File: config.mk
export PLATFORM = sky130hd
export DESIGN_NAME = ex_mem_skid_stage
export DESIGN_NICKNAME = d
export VERILOG_FILES = /design/src/rtl/exmem_pkg.sv /design/src/rtl/pipe_skid_buf.sv /design/src/rtl/ex_mem_skid_stage.sv
export SDC_FILE = /design/constraint.sdc
export NUM_CORES = 1
export LEC_CHECK = 0
export BUFFER_PORTS_ARGS = -buffer_cell sky130_fd_sc_hd__buf_4
export CAP_MARGIN = 20
export CORE_MARGIN = 8
export CORE_UTILIZATION = 52
export DETAILED_ROUTE_END_ITERATION = 7
export PLACE_DENSITY = 0.78
export SYNTH_ARGS = -nofsm -noshare
export SYNTH_HDL_FRONTEND = slang
export SYNTH_HIERARCHICAL = 1
export SYNTH_SLANG_ARGS = --single-unit
File: constraint.sdc
create_clock -name clk -period 3.42 [get_ports clk]
set_clock_uncertainty 0.15 [all_clocks]
set_input_delay 0 -clock clk [delete_from_list [all_inputs] [get_ports clk]]
set_output_delay 0 -clock clk [all_outputs]
set_load 0.1 [all_outputs]
File: src/rtl/exmem_pkg.sv
// ============================================================================
// exmem_pkg : shared widths, control-bit indices, state and payload types
//             for the EX/MEM valid/ready stage.
// Rev 1.0
// ============================================================================
`default_nettype none

package exmem_pkg;

    localparam int EXMEM_N     = 32;
    localparam int EXMEM_MEM_W = 3;
    localparam int EXMEM_WB_W  = 2;
    localparam int EXMEM_RW    = 5;

    localparam int WB_REGWRITE  = 1;
    localparam int MEM_MEMREAD  = 0;
    localparam int MEM_MEMWRITE = 1;
    localparam int MEM_BRANCH   = 2;

    // Encoding is {main_valid, skid_valid}; 2'b01 never occurs.
    typedef enum logic [1:0] {
        ST_EMPTY = 2'b00,
        ST_ONE   = 2'b10,
        ST_TWO   = 2'b11
    } skid_state_e;

    typedef struct packed {
        logic [EXMEM_MEM_W-1:0] mem_ctrl;
        logic [EXMEM_WB_W-1:0]  wb_ctrl;
        logic [EXMEM_N-1:0]     alu;
        logic [EXMEM_N-1:0]     store;
        logic [EXMEM_RW-1:0]    rd;
    } exmem_payload_t;

endpackage

`default_nettype wire

File: src/rtl/pipe_skid_buf.sv
// ============================================================================
// pipe_skid_buf : generic 2-entry skid register; in_ready is purely registered.
// Rev 1.0
// ============================================================================
`default_nettype none

module pipe_skid_buf
    import exmem_pkg::*;
#(
    parameter int W = 8
) (
    input  logic         clk,
    input  logic         rst_n,
    input  logic         flush,
    input  logic         in_valid,
    output logic         in_ready,
    input  logic [W-1:0] in_data,
    output logic         out_valid,
    input  logic         out_ready,
    output logic [W-1:0] out_data
);

    skid_state_e  state_q, state_d;
    logic [W-1:0] main_q, main_d;
    logic [W-1:0] skid_q, skid_d;
    logic         w_acc, w_pop;

    assign in_ready  = (state_q != ST_TWO);
    assign out_valid = (state_q != ST_EMPTY);
    assign out_data  = main_q;

    always_comb begin
        state_d = state_q;
        main_d  = main_q;
        skid_d  = skid_q;
        w_acc   = in_valid & in_ready;
        w_pop   = out_valid & out_ready;
        case (state_q)
            ST_EMPTY: begin
                if (w_acc) begin
                    state_d = ST_ONE;
                    main_d  = in_data;
                end
            end
            ST_ONE: begin
                if (w_acc && w_pop) begin
                    main_d = in_data;
                end else if (w_acc) begin
                    state_d = ST_TWO;
                    skid_d  = in_data;
                end else if (w_pop) begin
                    state_d = ST_EMPTY;
                end
            end
            ST_TWO: begin
                if (w_pop) begin
                    state_d = ST_ONE;
                    main_d  = skid_q;
                end
            end
            default: state_d = ST_EMPTY;
        endcase
        // Flush drops everything held and refuses the offered input.
        if (flush) begin
            state_d = ST_EMPTY;
            main_d  = main_q;
            skid_d  = skid_q;
        end
    end

    always_ff @(posedge clk) begin
        if (!rst_n) begin
            state_q <= ST_EMPTY;
            main_q  <= '0;
            skid_q  <= '0;
        end else begin
            state_q <= state_d;
            main_q  <= main_d;
            skid_q  <= skid_d;
        end
    end

endmodule

`default_nettype wire

File: src/rtl/ex_mem_skid_stage.sv
// ============================================================================
// ex_mem_skid_stage : EX->MEM valid/ready stage with bubble masking, forwarding
//                     tap and optional perf counters (EXMEM_PERF_CNT_EN).
// Rev 1.0
// ============================================================================
`default_nettype none

module ex_mem_skid_stage
    import exmem_pkg::*;
#(
    parameter int N     = EXMEM_N,
    parameter int MEM_W = EXMEM_MEM_W,
    parameter int WB_W  = EXMEM_WB_W,
    parameter int RW    = EXMEM_RW
) (
    input  logic             clk,
    input  logic             rst_n,
    input  logic             flush,
    input  logic             in_valid,
    output logic             in_ready,
    input  logic [MEM_W-1:0] mem_ctrl_in,
    input  logic [WB_W-1:0]  wb_ctrl_in,
    input  logic [N-1:0]     alu_in,
    input  logic [N-1:0]     store_in,
    input  logic [RW-1:0]    rd_in,
    output logic             out_valid,
    input  logic             out_ready,
    output logic [MEM_W-1:0] mem_ctrl_out,
    output logic [WB_W-1:0]  wb_ctrl_out,
    output logic [N-1:0]     alu_out,
    output logic [N-1:0]     store_out,
    output logic [RW-1:0]    rd_out,
    output logic             fwd_valid,
    output logic [RW-1:0]    fwd_rd,
    output logic [N-1:0]     fwd_data
`ifdef EXMEM_PERF_CNT_EN
    ,
    output logic [31:0]      stall_cnt,
    output logic [31:0]      flush_cnt
`endif
);

    localparam int PW = MEM_W + WB_W + 2 * N + RW;

    logic [PW-1:0]    w_in_data, w_out_data;
    logic [MEM_W-1:0] w_mem_ctrl;
    logic [WB_W-1:0]  w_wb_ctrl;

    assign w_in_data = {mem_ctrl_in, wb_ctrl_in, alu_in, store_in, rd_in};

    pipe_skid_buf #(
        .W (PW)
    ) u_skid (
        .clk       (clk),
        .rst_n     (rst_n),
        .flush     (flush),
        .in_valid  (in_valid),
        .in_ready  (in_ready),
        .in_data   (w_in_data),
        .out_valid (out_valid),
        .out_ready (out_ready),
        .out_data  (w_out_data)
    );

    assign {w_mem_ctrl, w_wb_ctrl, alu_out, store_out, rd_out} = w_out_data;

    // Control is zeroed on a bubble so MEM/WB never act on stale payload.
    assign mem_ctrl_out = out_valid ? w_mem_ctrl : '0;
    assign wb_ctrl_out  = out_valid ? w_wb_ctrl  : '0;

    assign fwd_valid = out_valid & wb_ctrl_out[WB_REGWRITE] & (rd_out != '0);
    assign fwd_rd    = rd_out;
    assign fwd_data  = alu_out;

`ifdef EXMEM_PERF_CNT_EN
    logic [31:0] stall_cnt_q, stall_cnt_d;
    logic [31:0] flush_cnt_q, flush_cnt_d;

    always_comb begin
        stall_cnt_d = stall_cnt_q;
        flush_cnt_d = flush_cnt_q;
        if (out_valid && !out_ready && (stall_cnt_q != 32'hFFFF_FFFF))
            stall_cnt_d = stall_cnt_q + 32'd1;
        // A valid main entry is present whenever anything is held.
        if (flush && out_valid && (flush_cnt_q != 32'hFFFF_FFFF))
            flush_cnt_d = flush_cnt_q + 32'd1;
    end

    always_ff @(posedge clk) begin
        if (!rst_n) begin
            stall_cnt_q <= '0;
            flush_cnt_q <= '0;
        end else begin
            stall_cnt_q <= stall_cnt_d;
            flush_cnt_q <= flush_cnt_d;
        end
    end

    assign stall_cnt = stall_cnt_q;
    assign flush_cnt = flush_cnt_q;
`else
    // Counters are not built in this configuration.
`endif

endmodule

`default_nettype wire

==> results of run 1 <==
-- metrics by stage --
stage | setup slack [ps] | std cells | util, % | hold slack (ps)
2_1_floorplan | 516 | 730 | - | -15.2
3_3_place_gp | 850 | 1007 | 61.3 | 107
3_5_place_dp | 711 | 1007 | 61.3 | 114
4_1_cts | 676 | 1138 | 73.5 | 227
5_1_grt | 636 | 1139 | 73.7 | 245
6_report | 735 | 1141 | 73.7 | 243
-- cells in the mapped netlist (all sizes together) --
cell,n
nand2b,2
o211a,74
nand3,74
buf,80
o21ai,1
a2111o,1
a21oi,2
o31ai,1
or4,1
nand2,148
o21a,1
nor2b,1
a31o,1
mux2i,75
or3,3
nor3,1
o221a,1
nor2,2
inv,5
nand3b,1
and2,6
a21boi,74
clkbuf,21
dfxtp,150
ha,4
-- where the power goes --
group / internal, mW / switching [mW] / leakage (nW) / total (mW)
Combinational: 0.372 / 1.04 / 2.92 / 1.42
Sequential: 1.84 / 0.0650 / 1.22 / 1.90
Clock: 1.14 / 0.670 / 0.279 / 1.81
Total: 3.35 / 1.78 / 4.42 / 5.13
-- sequential cells by signal (all words and copies together) (netlist names) --
| register | flops |
|---|---|
| u_skid/skid_q | 74 |
| u_skid/state_q | 2 |
| u_skid/out_data | 74 |
-- per-layer routing --
layer / share of wire, % / up-vias / global-route usage [%]
met3: 7.6 / 32 / 6.05
met2: 51 / 246 / 42.1
met5: 0 / - / 0
met4: 1.6 / 0 / 9.05
li1: - / 2955 / -
met1: 40 / 3089 / 26.8
-- cells by family after synthesis --
family	after synthesis	synth area share, %
buffers and inverters	106	9.20
multiplexers	75	11.0
AND/OR/NAND/NOR	239	15.2
adder cells (fa/ha/maj)	4	0.732
flip-flops	150	43.9
AO/OA/AOI/OAI	156	20.0
-- repair_timing --
action | in CTS | in global routing
endpoints found under the hold margin | 150 | 0
resized for setup | 0 | 0
hold buffers | 102 | 0
setup buffers | 0 | 0
-- layout make-up --
type	instances	area [um2]
well taps	176	220
fillers	900	3430
diodes	2	5.00
clock inverters	4	70.1
repair buffers	305	2570
inverters	5	18.8
multi-input cells	474	3220
flip-flops and latches	150	3000
clock buffers	25	495
-- worst max-delay path: cells and delay by family, from the launching register on --
family	cells	cell delay [ps]
adder cells (fa/ha/maj)	1	170
buffers and inverters	2	1150
flip-flops	1	420
AO/OA/AOI/OAI	1	180
multiplexers	1	320
AND/OR/NAND/NOR	1	110
-- worst min-delay path by stage --
stage | slack, ps | start | to
after detailed placement | 110 | alu_in[13] | u_skid/skid_q[50]
after CTS | 230 | store_in[2] | u_skid/skid_q[7]
final | 240 | store_in[2] | u_skid/skid_q[7]
after global routing | 250 | store_in[2] | u_skid/skid_q[7]
after floorplan | -20 | rd_in[0] | u_skid/skid_q[0]
after global placement | 110 | alu_in[3] | u_skid/skid_q[40]
==> impl_metrics.ini, run 1 <==
[run_status]
status = complete, no violations

[placed_design]
gp_congestion = 0.785
dpl_cell_area_um2 = 8000
io_buffer_count = 192
dpl.hpwl_um = 11900

[die]
initial_core_util_pct = 52.5
fp.dieW_um = 131
num_rows = 42
die_h_um = 131
ioPinCount = 193
dieArea_um2 = 17100
core_um2 = 13000

[clock_tree]
cts_buffer_depth = 2
cts_root_buffer = clkbuf_16
clock-sinks = 150
cts_tree = done
cts_buffers = 17
cts.reportedPaths.clkPinSlew_ps = 60
h-tree-depth = 4
clk_latency_ps = 420

[setup_path]
critPathCapture = u_skid/out_data[53]
end_kind = register
path_common_cell = buf_4
rrSetupSlack_ps = 740
critPathMaxStageDelay_ps = 750
r2r_end = u_skid/out_data[53]
crit_start = u_skid/state_q[1]
ff2ff_path_depth = 6
crit_slowest_cell = buf_4
cp.required_ps = 3580
path_class = reg -> reg
start_kind = register
reg2reg_from = u_skid/state_q[1]
worstPathCellList = ha_4, buf_4, buf_4, mux2i_1, nand3_1, o211a_1
cp.arrival_ps = 2850
cp_max_fo = 50

[finish]
area_delta_synth_final_pct = 40.5
layout_commonest_cell = buf_4
mostFrequentLayoutCells = buf_4, dfxtp_1, nand2_1
fin_nets = 1036
drive_gt1_share_pct = 24.6
fin_area_um2 = 9610

[sta]
finalSetupViolCount = 0
max_freq_ghz = 0.373
period_share_pct = 78.5
rsz0062_at_grt = no
hold_viol_final = 0
slew_violations = 0
slew_headroom_pct = 41.1
tns_ps = 0
period_needed_ps = 2680
tightest_slew_ps = 883

[hold_path]
hold_path.class = in -> reg
holdPathStages = 4

[drt]
vias = 6322
firstDrtPassIters = 5
drt-initial-drc-count = 508
final_antenna_net_count = 0
remaining_drc_errors = 0
viasPerCell = 5.54
wl_per_cell_um = 17.7
routed_wl_um = 20200

[global_route]
grt_max_degree = 80
grtUsageTotal_pct = 23.7
antenna_found_initial = 0
grt_first_pass_wirelength_um = 32100
gr-total-overflow = 0
grt_pass1_vias = 6441

[synth]
yosysTopAreaCellShare_pct = 43.9
synthTopCellsByArea = dfxtp_1, mux2i_1, o211a_1
yosysUniqueCellTypes = 30
synth_area_leader_cell = dfxtp_1
synth_area_um2 = 6840
yosysWarnings = 6
netlist_instances = 730
syn_avg_cell_area_um2 = 9.37
ys_seq_area_share_pct = 43.9
synth_fp_nets = 813
yosys_register_bits = 150

[power_and_ir_drop]
power_mw = 5.13
pwr_density_cell_nw_per_um2 = 534
vdd_ir_drop_max_mv = 0.351
p_leak_nw = 4.42

[flow_run]
maxCapViolations = 0
No activity file was read; power rests on OpenSTA's default activity.
==> run 2, diff against run 1 <==
- ABC_AREA: default -> 1
- CORE_UTILIZATION: 52 -> 47
- PLACE_DENSITY: 0.78 -> 0.74
- clock period: 3.42 -> 2.4 ns (I/O delays scaled with it)
==> impl_metrics.ini, run 2 <==
[finish]
fin_nets = 1263
fin_area_um2 = 9370
layout_commonest_cell = nand2_1
area_delta_synth_final_pct = 38.1
mostFrequentLayoutCells = nand2_1, buf_4, nor2_1
drive_gt1_share_pct = 21.0

[global_route]
grtUsageTotal_pct = 22.4
gr-total-overflow = 0
antenna_found_initial = 1
grt_max_degree = 75
grt_first_pass_wirelength_um = 33700
grt_pass1_vias = 6793

[power_and_ir_drop]
combPwrFrac_pct = 29.7
p_int_mw = 4.68
vdd_ir_drop_max_mv = 0.479
seqPwrFrac_pct = 36.9
pwr-share-clk_pct = 33.4
pwr_density_cell_nw_per_um2 = 791
power.share.switching_pct = 36.9
p_switching_mw = 2.73
p_leak_nw = 4.20

[setup_path]
critical_path.top_delay_family = buffers and inverters
reg2reg_from = u_skid/state_q[0]
cp.required_ps = 2590
path_class = reg -> reg
worstPathCellList = inv_1, ha_1, clkinvlp_4, nand2_1, nand3_2, buf_4, nand4_1, a21oi_1
critPathCapture = u_skid/out_data[6]
cp_max_fo = 38
crit_slowest_cell = buf_4
r2r_end = u_skid/out_data[6]
cp.depth = 8
cp.arrival_ps = 2320
ff2ff_path_depth = 8
start_kind = register
rrSetupSlack_ps = 280
end_kind = register
critPathMaxStageDelay_ps = 410
cp_num_buf_inv = 3
crit_start = u_skid/state_q[0]

[synth]
synth-edff-count = 0
syn_avg_cell_area_um2 = 6.86
yosysWarnings = 6
synth_area_leader_cell = dfxtp_1
synth.most_common_cell = nand2_1
yosys.area_share.xor_xnor_pct = 0
yosysUniqueCellTypes = 15
yosysTopAreaCellShare_pct = 44.2
ys_seq_area_share_pct = 44.2
synth_mux_area_share_pct = 0
synth_simple_gate_area_share_pct = 33.6
async_reset_ff_share_pct = 0
synth_area_um2 = 6790
synth_top_family_by_area = simple AND/OR/NAND/NOR gates
synth_fp_nets = 1072
netlist_instances = 989
synth_fa_ha_area_share_pct = 0.737
synthTopCellsByArea = dfxtp_1, nand2_1, nor2_1
ys.flop_type = dfxtp_1
synth_common_cells = nand2_1, nor2_1, dfxtp_1, a21oi_1
synth_compound_area_share_pct = 11.0
yosys_register_bits = 150

[drt]
wl_per_cell_um = 15.2
viasPerCell = 5.15
firstDrtPassIters = 6
drt-initial-drc-count = 747
final_antenna_net_count = 0
vias = 7094
remaining_drc_errors = 0
routed_wl_um = 21000

[sta]
tightest_slew_ps = 702
period_needed_ps = 2120
period_share_pct = 88.5
max_freq_ghz = 0.471
tns_ps = 0
fin_hold_ws_ps = 53.0
slew_violations = 0
slew_headroom_pct = 53.2
fin_ws_ps = 276
rsz0062_at_grt = no
finalSetupViolCount = 0
hold_viol_final = 0

[clock_tree]
cts_root_buffer = clkbuf_16
cts_buffers = 17
cts_tree = done
clk_latency_ps = 420
cts_buffer_depth = 2
cts.reportedPaths.clkPinSlew_ps = 60
post_cts_buffers = 0
h-tree-depth = 4
clock-sinks = 150

[die]
num_rows = 44
initial_core_util_pct = 47.4
die_h_um = 136
fp.dieW_um = 136
dieArea_um2 = 18500
core_um2 = 14300
ioPinCount = 193

[placed_design]
gp_congestion = 0.833
dpl_cell_area_um2 = 8050
io_buffer_count = 192
dpl.hpwl_um = 12800
post-place-ws_ps = 297

[run_status]
status = complete, no violations

[hold_path]
hold_path.class = in -> reg

[flow_run]
maxCapViolations = 0
==> run 2: cell count changes after synthesis, sizes merged, moves of 70 or more <==
cell,previous run,this run
a21boi,74,0
a21oi,2,75
mux2i,75,0
nand2,148,316
nand3,74,4
nand4,0,74
nor2,2,160
o211a,74,0
o21ai,1,74
==> run 2: final cells by class <==
class | instances | area (um2)
flip-flops and latches | 150 | 3000
inverters | 15 | 60.1
clock buffers | 24 | 472
repair buffers | 289 | 2420
clock inverters | 8 | 75.1
multi-input cells | 707 | 3100
diodes | 1 | 2.50
well taps | 184 | 230
fillers | 1235 | 4940
==> run 2: worst min-delay path by stage <==
stage                      start           endpoint  slack (ps)  depth (start not counted)
global placement    store_in[27]  u_skid/skid_q[32]         110                          3
detailed placement  store_in[24]  u_skid/skid_q[29]         120                          3
finish                 out_ready  u_skid/state_q[1]          50                          8
global route           out_ready  u_skid/state_q[0]         130                          8
CTS                    out_ready  u_skid/state_q[1]          20                          8
floorplan                  flush  u_skid/state_q[1]          10                          3
==> run 2: cells by family after synthesis <==
group | count (synthesis)
AND/OR/NAND/NOR | 554
buffers and inverters | 132
AO/OA/AOI/OAI | 149
adder cells (fa/ha/maj) | 4
flip-flops | 150
==> run 2: power by group through the flow <==
stage               Combinational [mW]  Sequential (mW)  Clock (mW)
finish                            2.20             2.73        2.48
global route                      2.31             2.75        2.63
CTS                               2.19             2.73        2.52
detailed placement                2.09             2.79           0
global placement                  2.08             2.78           0
floorplan                        0.994             3.42           0
==> run 2: worst register-to-register path, cell delays in order (launching register included) <==
cell and delay, ps:
dfxtp_1 350, inv_1 80, ha_1 240, clkinvlp_4 170
nand2_1 110, nand3_2 140, buf_4 420, nand4_1 210
a21oi_1 180
==> run 2: routing by layer <==
metal  track usage, %  routed length [um]  up-vias
met1             27.2                8770     3232
met3             4.07                1410       38
met2             37.8               10200      273
met5                0                   0        -
li1                 -                   -     3551
met4             10.1                 590        0
==> run 2: through the flow <==
stage / power (mW) / cells / util (%)
finish: 7.41 / 1378 / 65.5
CTS: 7.44 / 1377 / 65.4
floorplan: 4.42 / 989 / -
detailed placement: 4.87 / 1268 / 56.2
global route: 7.69 / 1378 / 65.5
global placement: 4.86 / 1268 / 56.2
==> run 2: what timing repair did <==
action                    4_1_cts  5_1_grt
hold endpoints to repair      150        0
gates resized for setup         0        0
hold buffers                   77        0
